**config.mk**
```make
export PLATFORM = sky130hd
export DESIGN_NAME = ninjakun_gfx_rom_arb
export DESIGN_NICKNAME = d
export VERILOG_FILES = /design/src/rtl/ninjakun_gfx_rom_arb.sv
export SDC_FILE = /design/constraint.sdc
export NUM_CORES = 1
export LEC_CHECK = 0
export ABC_AREA = 1
export CORE_MARGIN = 2
export CORE_UTILIZATION = 52
export CTS_BUF_LIST = sky130_fd_sc_hd__clkbuf_4
export CTS_CLUSTER_SIZE = 8
export DETAILED_ROUTE_END_ITERATION = 6
export MAX_ROUTING_LAYER = met4
export PLACE_DENSITY = 0.88
export RECOVER_POWER = 25
export SETUP_SLACK_MARGIN = 0.2
export SLEW_MARGIN = 10
export SYNTH_ARGS = -nofsm -noshare
export SYNTH_HDL_FRONTEND = slang
export SYNTH_SLANG_ARGS = --single-unit
```
**constraint.sdc**
```tcl
create_clock -name MCLK -period 3.88 [get_ports MCLK]
set_input_delay 0.776 -clock MCLK [delete_from_list [all_inputs] [get_ports MCLK]]
set_output_delay 0.776 -clock MCLK [all_outputs]
set_load 0.005 [all_outputs]
```
**src/rtl/ninjakun_gfx_rom_arb.sv**
```systemverilog
// Shares one 32-bit graphics ROM read port among the FG, BG and sprite fetchers.
// Define GFX_ARB_RR_EN for round-robin grant; the default is fixed priority FG > BG > SP.
module ninjakun_gfx_rom_arb #(
    parameter int unsigned       MEM_AW  = 16,
    parameter logic [MEM_AW-1:0] FG_BASE = 16'h0000,
    parameter logic [MEM_AW-1:0] BG_BASE = 16'h2000,
    parameter logic [MEM_AW-1:0] SP_BASE = 16'h6000
) (
    input  logic              MCLK,
    input  logic              RESET,
    input  logic [12:0]       fg_addr,
    output logic [31:0]       fg_data,
    input  logic [13:0]       bg_addr,
    output logic [31:0]       bg_data,
    input  logic [13:0]       sp_addr,
    output logic [31:0]       sp_data,
    output logic              sp_rdy,
    output logic              mem_req,
    output logic [MEM_AW-1:0] mem_addr,
    input  logic              mem_ack,
    input  logic [31:0]       mem_data
);

    typedef enum logic {ST_IDLE, ST_WAIT} state_t;
    typedef enum logic [1:0] {CH_FG = 2'd0, CH_BG = 2'd1, CH_SP = 2'd2} chan_t;

    state_t            state, state_nxt;
    chan_t             gnt, win;
    logic [12:0]       srv_addr_fg;
    logic [13:0]       srv_addr_bg, srv_addr_sp;
    logic [2:0]        srv_vld;
    logic [13:0]       req_addr;
    logic [2:0]        pend;
    logic              any_pend;
    logic              grant, done;
    logic [13:0]       win_addr;
    logic [MEM_AW-1:0] win_mem_addr;

    // Compared against the live inputs, so a change during WAIT re-requests on return.
    assign pend[0]  = !srv_vld[0] || (fg_addr != srv_addr_fg);
    assign pend[1]  = !srv_vld[1] || (bg_addr != srv_addr_bg);
    assign pend[2]  = !srv_vld[2] || (sp_addr != srv_addr_sp);
    assign any_pend = |pend;

    assign grant = (state == ST_IDLE) && any_pend;
    assign done  = (state == ST_WAIT) && mem_ack;

    assign sp_rdy = srv_vld[2] && (sp_addr == srv_addr_sp) && !((state == ST_WAIT) && (gnt == CH_SP));

`ifdef GFX_ARB_RR_EN
    chan_t      rr_ptr;
    logic [2:0] rr_idx;
    logic       rr_found;

    always_comb begin
        win      = CH_FG;
        rr_idx   = 3'd0;
        rr_found = 1'b0;
        for (int i = 1; i <= 3; i++) begin
            rr_idx = {1'b0, rr_ptr} + 3'(i);
            if (rr_idx >= 3'd3) rr_idx = rr_idx - 3'd3;
            if (!rr_found && pend[rr_idx[1:0]]) begin
                win      = chan_t'(rr_idx[1:0]);
                rr_found = 1'b1;
            end
        end
    end

    always_ff @(posedge MCLK) begin
        if (RESET)      rr_ptr <= CH_FG;
        else if (grant) rr_ptr <= win;
    end
`else
    always_comb begin
        win = CH_FG;
        if (pend[0])      win = CH_FG;
        else if (pend[1]) win = CH_BG;
        else if (pend[2]) win = CH_SP;
    end
`endif

    always_comb begin
        // NOTE: every output gets a default first so no path leaves it unassigned (no latch).
        win_addr     = {1'b0, fg_addr};
        win_mem_addr = FG_BASE + MEM_AW'(fg_addr);
        case (win)
            CH_BG: begin
                win_addr     = bg_addr;
                win_mem_addr = BG_BASE + MEM_AW'(bg_addr);
            end
            CH_SP: begin
                win_addr     = sp_addr;
                win_mem_addr = SP_BASE + MEM_AW'(sp_addr);
            end
            default: ;
        endcase
    end

    always_comb begin
        state_nxt = state;
        case (state)
            ST_IDLE: if (any_pend) state_nxt = ST_WAIT;
            ST_WAIT: if (mem_ack)  state_nxt = ST_IDLE;
            default: state_nxt = ST_IDLE;
        endcase
    end

    always_ff @(posedge MCLK) begin
        // NOTE: non-blocking so every register samples pre-edge values regardless of order.
        if (RESET) state <= ST_IDLE;
        else       state <= state_nxt;
    end

    always_ff @(posedge MCLK) begin
        if (RESET) begin
            gnt         <= CH_FG;
            req_addr    <= '0;
            mem_req     <= 1'b0;
            mem_addr    <= '0;
            srv_vld     <= '0;
            srv_addr_fg <= '0;
            srv_addr_bg <= '0;
            srv_addr_sp <= '0;
            fg_data     <= '0;
            bg_data     <= '0;
            sp_data     <= '0;
        end else if (grant) begin
            gnt      <= win;
            req_addr <= win_addr;
            mem_addr <= win_mem_addr;
            mem_req  <= 1'b1;
        end else if (done) begin
            mem_req <= 1'b0;
            // The latched request address is recorded, not the live input.
            case (gnt)
                CH_FG: begin
                    fg_data     <= mem_data;
                    srv_addr_fg <= req_addr[12:0];
                    srv_vld[0]  <= 1'b1;
                end
                CH_BG: begin
                    bg_data     <= mem_data;
                    srv_addr_bg <= req_addr;
                    srv_vld[1]  <= 1'b1;
                end
                CH_SP: begin
                    sp_data     <= mem_data;
                    srv_addr_sp <= req_addr;
                    srv_vld[2]  <= 1'b1;
                end
                default: ;
            endcase
        end
    end

endmodule

```
==> results of run 1 <==
worst reg2reg max path, delay by kind of cell, from the launching register on:
kind                   cells  cell delay [ns]
buffers and inverters      2             2.02
AOI/OAI and AO/OA          2             0.41
DFF                        1             0.39
and+or+nand+nor            2             0.24
placed cells by master (no fill, tap or decap), types with 3 or more instances in the layout:
master	instances
buf_4	6
nor2_4	3
o21ai_2	3
clkdlybuf4s50_1	188
inv_2	4
clkbuf_1	5
nor2_1	264
clkbuf_4	18
inv_1	101
nand3_4	3
nand3_1	26
o21ai_1	4
xnor2_1	6
a21oi_2	8
o21ai_0	137
nand2_1	167
dfxtp_1	161
a21oi_1	51
nand2_2	4
inv_6	5
clkinv_1	3
clkinvlp_4	3
nand3_2	10
kinds of logic (layout without fill, tap and decap cells):
logic type | after synthesis | count (layout) | share of synthesized area [%]
compound gates | 206 | 206 | 15.1
other cells | 0 | 1 | 0
simple gates | 484 | 484 | 28.5
buf+inv | 173 | 339 | 10.4
flops | 161 | 161 | 45.2
xor+xnor | 7 | 7 | 0.860
routing by layer:
metal  vias up  GRT usage, %  share of wire, %
li1       3515             -                 -
met1      3225          33.0                39
met2       326          47.2                47
met3        53          10.4                10
met4         0          13.7               3.5
met5         -             -                 0
stage by stage:
step	utilization (%)	total power, mW	instance area (sq um)	worst slack [ns]	cells
3_3_place_gp	67.7	2.15	9010	0.563	1342
6_report	69.3	3.02	9220	0.400	1374
2_1_floorplan	-	1.96	7130	1.64	1031
3_5_place_dp	67.7	2.16	9010	0.522	1342
5_1_grt	69.3	3.15	9220	0.243	1374
4_1_cts	69.5	3.04	9250	0.518	1373
state kept, by name, indices dropped and copies added, names as in the netlist:
signal       cells
sp_data         32
mem_req          1
state            1
req_addr         1
srv_addr_sp     14
mem_addr        16
srv_addr_bg     14
srv_vld          3
bg_data         32
fg_data         32
srv_addr_fg     13
gnt              2
power by group through the flow:
| stage | Combinational (mW) | Sequential (mW) | Clock, mW |
|---|---|---|---|
| 2_1_floorplan | 0.199 | 1.76 | 0 |
| 3_3_place_gp | 0.387 | 1.77 | 0 |
| 3_5_place_dp | 0.395 | 1.77 | 0 |
| 4_1_cts | 0.398 | 1.73 | 0.910 |
| 5_1_grt | 0.438 | 1.74 | 0.978 |
| 6_report | 0.398 | 1.73 | 0.894 |
final cells by class:
| type | count | area [sq um] | share of cell area [%] |
|---|---|---|---|
| clock inverter | 13 | 104 | 1.13 |
| timing repair buffer | 200 | 1960 | 21.2 |
| multi-input combinational | 697 | 3170 | 34.4 |
| antenna | 1 | 2.50 | 0.0271 |
| tap | 176 | 220 | 2.39 |
| sequential | 161 | 3220 | 35.0 |
| clock buffer | 18 | 135 | 1.47 |
| inverter | 108 | 407 | 4.41 |
path summary, 6_finish.rpt:
path / slack [ns] / cells past startpoint / to / from
worst min register to register: 0.46 / 2 / mem_req / mem_req
worst max-delay path: 0.40 / 7 / srv_addr_fg[9] / mem_ack
worst max register to register: 0.74 / 6 / srv_addr_fg[9] / state
worst min-delay path: 0.46 / 2 / mem_req / mem_req
==> metrics.yaml, run 1 <==
outcome:
  status: "complete, but fails checks"
  violations: "max-capacitance violations, max-slew violations"
worst_setup_path:
  crit_path_end_kind: "flop"
  crit_path_frequent_cell: "clkbuf_1"
  cpPeakStageDelay_ns: 1.08
  crit_type: "in -> reg"
  required_ns: 4.35
  worstPathArrival_ns: 3.95
  path_buf_inv: 3
  crit_slowest_cell: "clkbuf_1"
  cp_top_family: "buffers and inverters"
  cp-start-kind: "input port"
  crit_path_max_fanout: 33
  path_cells: "dlygate4sd3_1 > nand2_1 > nor3_1 > clkbuf_1 > clkbuf_1 > o21ai_0 > a21oi_1"
power_and_ir_drop:
  p_sw_mw: 0.864
  sw_frac_of_total_pct: 28.6
  power.density_mw_per_mm2: 328
  p_comb_share_pct: 13.2
  internal_power_mw: 2.16
  p_leak_nw: 3.87
  vdd_ir_drop_max_uv: 298
  pwr-share-seq_pct: 57.3
  power_frac_clock_pct: 29.6
synthesis:
  avgSynthCellArea_sq_um: 6.92
  synth_top_area_share_pct: 45.2
  synthTopCellsByArea: "dfxtp_1, nor2_1, o21ai_0"
  synth_flop_cell: "dfxtp_1"
  yosysWarnings: 0
  async_flop_share_pct: 0
  synth_edf_count: 0
  synth-seq-area-share_pct: 45.2
  synth_commonest_cells: "nor2_1, nand2_1, dfxtp_1"
  synth.distinct_cells: 32
  synth_top_area_cell: "dfxtp_1"
  synth_cells: 1031
  synth_fp_nets: 1107
  yosysMostFrequentCell: "nor2_1"
  synth_area_sq_mm: 0.00713
  ys_seq_elements: 161
cts:
  tritoncts: "yes"
  cts_resized: 0
  root_buffer: "clkbuf_4"
  clk_latency_ns: 0.56
  numCtsBuffers: 17
  ctsHoldBuffers: 0
  path_clk_slew_ns: 0.13
  cts.sinks: 161
  htree_num_levels: 4
  cts_setup_buffers: 0
  clockBufferDepth: 2
floorplanning:
  die_h_um: 121
  ios: 190
  initial_core_util_pct: 53.7
  rows: 42
  design.core.area_sq_mm: 0.0133
  die_w_um: 121
  dieArea_sq_mm: 0.0147
global_route:
  grt_pass1_vias: 6750
  grt_pass1_wl_mm: 32.8
  antenna_found_initial: 1
  grt_start_max_net_pins: 80
  grt.overflow.total: 0
  grt_use_total_pct: 29.5
timing:
  setup_violations: 0
  whs_ns: 0.465
  rsz0062_at_grt: "false"
  hold_violations: 0
  fin_crit_ns: 3.48
  relSlewSlack_pct: -57.0
  clock_skew_ns: 0.0252
  max_freq_mhz: 287
  worst_slew_pin_slew_ns: 2.36
  slew_viol_final: 125
  setup-tns-final_ns: 0
  period_share_pct: 89.7
drt:
  drcViolationCount: 0
  postRouteAntennaNets: 0
  drtPass1Iterations: 5
  vias: 7119
  wl_per_cell_um: 15.1
  avgViaCountPerCell: 5.18
  routed_wl_mm: 20.7
  drt_iter0_markers: 538
cells_and_area:
  fillCellCount: 1122
  area_delta_synth_final_pct: 29.2
  nets: 1261
  final_layout_size_suffix_gt1_share_pct: 6.35
min_path:
  hold_path.class: "reg -> reg"
placement:
  hpwl_mm: 14.7
  place_congestion: 0.988
  portBuffers: 189
flow_run:
  cap_viol_max_count: 3
No activity file was read; power rests on OpenSTA's default activity.
==> run 2, diff against run 1 <==
--- a/config.mk
+++ b/config.mk
@@ -9,11 +9,13 @@
 export CORE_MARGIN = 2
 export CORE_UTILIZATION = 52
 export CTS_BUF_LIST = sky130_fd_sc_hd__clkbuf_4
-export CTS_CLUSTER_SIZE = 8
+export CTS_CLUSTER_DIAMETER = 150
+export CTS_CLUSTER_SIZE = 10
 export DETAILED_ROUTE_END_ITERATION = 6
 export MAX_ROUTING_LAYER = met4
 export PLACE_DENSITY = 0.88
 export RECOVER_POWER = 25
+export REMOVE_ABC_BUFFERS = 1
 export SETUP_SLACK_MARGIN = 0.2
 export SLEW_MARGIN = 10
 export SYNTH_ARGS = -nofsm -noshare
==> run 2 against run 1 <==
Net effect:
- the flow still finishes with violations (max-capacitance violations, max-slew violations)
- largest power group unchanged
- clock power up 5.0%
- count of clock-buffer cells in the layout decreased by 1
- first-iteration DRC count is 3.5% higher
- sequential power about the same
- largest cell class unchanged
- sequential share of layout area shrank 0.099 points
- combinational power is 2% lower
- critical path depth up 3
==> metrics.yaml, run 2 (synthesis results as in run 1) <==
timing:
  rsz0062_at_grt: "false"
  setup-tns-final_ns: 0
  fin_crit_ns: 3.38
  worst_slew_pin_slew_ns: 2.43
  hold_violations: 0
  max_freq_mhz: 296
  setup_violations: 0
  whs_ns: 0.464
  slew_viol_final: 115
  period_share_pct: 87.0
  worst_slack_ns: 0.504
  relSlewSlack_pct: -62.1
  clock_skew_ns: 0.0134
global_route:
  grt_start_max_net_pins: 86
  antenna_found_initial: 0
  grt_pass1_vias: 6662
  grt_pass1_wl_mm: 31.8
  grt_use_total_pct: 28.3
  grt.overflow.total: 0
cts:
  path_clk_slew_ns: 0.12
  numCtsBuffers: 17
  root_buffer: "clkbuf_4"
  cts_resized: 0
  ctsHoldBuffers: 0
  cts.sinks: 161
  cts_setup_buffers: 0
  clockBufferDepth: 2
  htree_num_levels: 4
  tritoncts: "yes"
  clk_latency_ns: 0.57
placement:
  portBuffers: 189
  place_congestion: 0.915
  hpwl_mm: 13.9
  pre_cts_slack_ns: 0.501
worst_setup_path:
  crit_path_end_kind: "primary output"
  worstPathArrival_ns: 2.60
  r2r_start: "state"
  path_buf_inv: 4
  crit_path_frequent_cell: "nand2_1"
  path_cells: "clkdlybuf4s50_1 > inv_1 > nand2_1 > nand2_1 > inv_1 > nand2_1 > nor2_1 > nand3_2 > a21oi_1 > clkdlybuf4s50_1"
  crit_path_max_fanout: 2
  r2r_cells: 5
  worstSetupPathDepth: 10
  crit_slowest_cell: "clkdlybuf4s50_1"
  crit_start: "sp_addr[12]"
  timing.rr.end: "fg_data[12]"
  cp-start-kind: "input port"
  cpPeakStageDelay_ns: 0.52
  critPathCapture: "sp_rdy"
  required_ns: 3.10
  cp_top_family: "buffers and inverters"
  reg2reg_setup_slack_ns: 0.89
  crit_type: "in -> out"
floorplanning:
  ios: 190
  rows: 42
  die_h_um: 121
  die_w_um: 121
  dieArea_sq_mm: 0.0147
  initial_core_util_pct: 53.7
  design.core.area_sq_mm: 0.0133
drt:
  avgViaCountPerCell: 5.07
  drtPass1Iterations: 7
  drcViolationCount: 0
  routed_wl_mm: 19.7
  postRouteAntennaNets: 0
  wl_per_cell_um: 14.3
  drt_iter0_markers: 557
  vias: 6971
power_and_ir_drop:
  p_leak_nw: 3.91
  power.density_mw_per_mm2: 331
  p_total_mw: 3.06
  vdd_ir_drop_max_uv: 289
cells_and_area:
  layout_common_cells: "nor2_1, clkdlybuf4s50_1, nand2_1, dfxtp_1, o21ai_0"
  area_delta_synth_final_pct: 29.6
  antenna_cells: 0
  nets: 1262
  final_layout_size_suffix_gt1_share_pct: 6.59
  top_regs: "bg_data x32, fg_data x32, sp_data x32"
  layout_commonest_cell: "nor2_1"
min_path:
  hold_path.class: "reg -> reg"
  min_path_cells: 2
outcome:
  violations: "max-capacitance violations, max-slew violations"
  status: "complete, but fails checks"
flow_run:
  cap_viol_max_count: 2
[run 2: cell types whose count changed in the layout (fill, tap and decap cells not counted), moves of 2 or more]
cell,before,now
inv_6,5,0
clkinvlp_4,3,1
bufinv_16,0,2
clkinv_2,2,9
[run 2: power breakdown]
group / switching [mW] / internal, mW / leakage, nW
Combinational: 0.198 / 0.193 / 2.45
Sequential: 0.0306 / 1.70 / 1.31
Clock: 0.574 / 0.365 / 0.145
Total: 0.803 / 2.26 / 3.91
[run 2: layout make-up]
class,instances,area (sq um)
clock buffers,17,128
clock inverters,14,124
fillers,1106,4050
inverters,108,407
multi-input cells,697,3180
flip-flops and latches,161,3220
well taps,176,220
repair buffers,201,1960
[run 2: worst min-delay path by stage]
stage	start	endpoint
after floorplan	srv_vld[0]	srv_vld[0]
after global placement	mem_req	mem_req
after detailed placement	mem_req	mem_req
after CTS	mem_req	mem_req
after global routing	mem_req	mem_req
final	mem_req	mem_req
[run 2: layer usage]
metal / GRT usage, % / wire length (um) / share of wire [%]
met1: 32.0 / 8080 / 41
met2: 45.8 / 9060 / 46
met3: 9.40 / 1870 / 9.5
met4: 12.6 / 661 / 3.4
met5: - / 0 / 0
[run 2: tightest hold or removal path, cell delays in order (launching register included)]
cell and delay (ns):
dfxtp_1 0.33, inv_1 0.05, a21oi_1 0.05
[run 2: stage by stage]
step,cell area (sq um),utilization [%],cells
after floorplan,6800,-,966
after global placement,9010,67.8,1343
after detailed placement,9010,67.8,1343
after CTS,9270,69.7,1374
after global routing,9240,69.5,1374
final,9240,69.5,1374
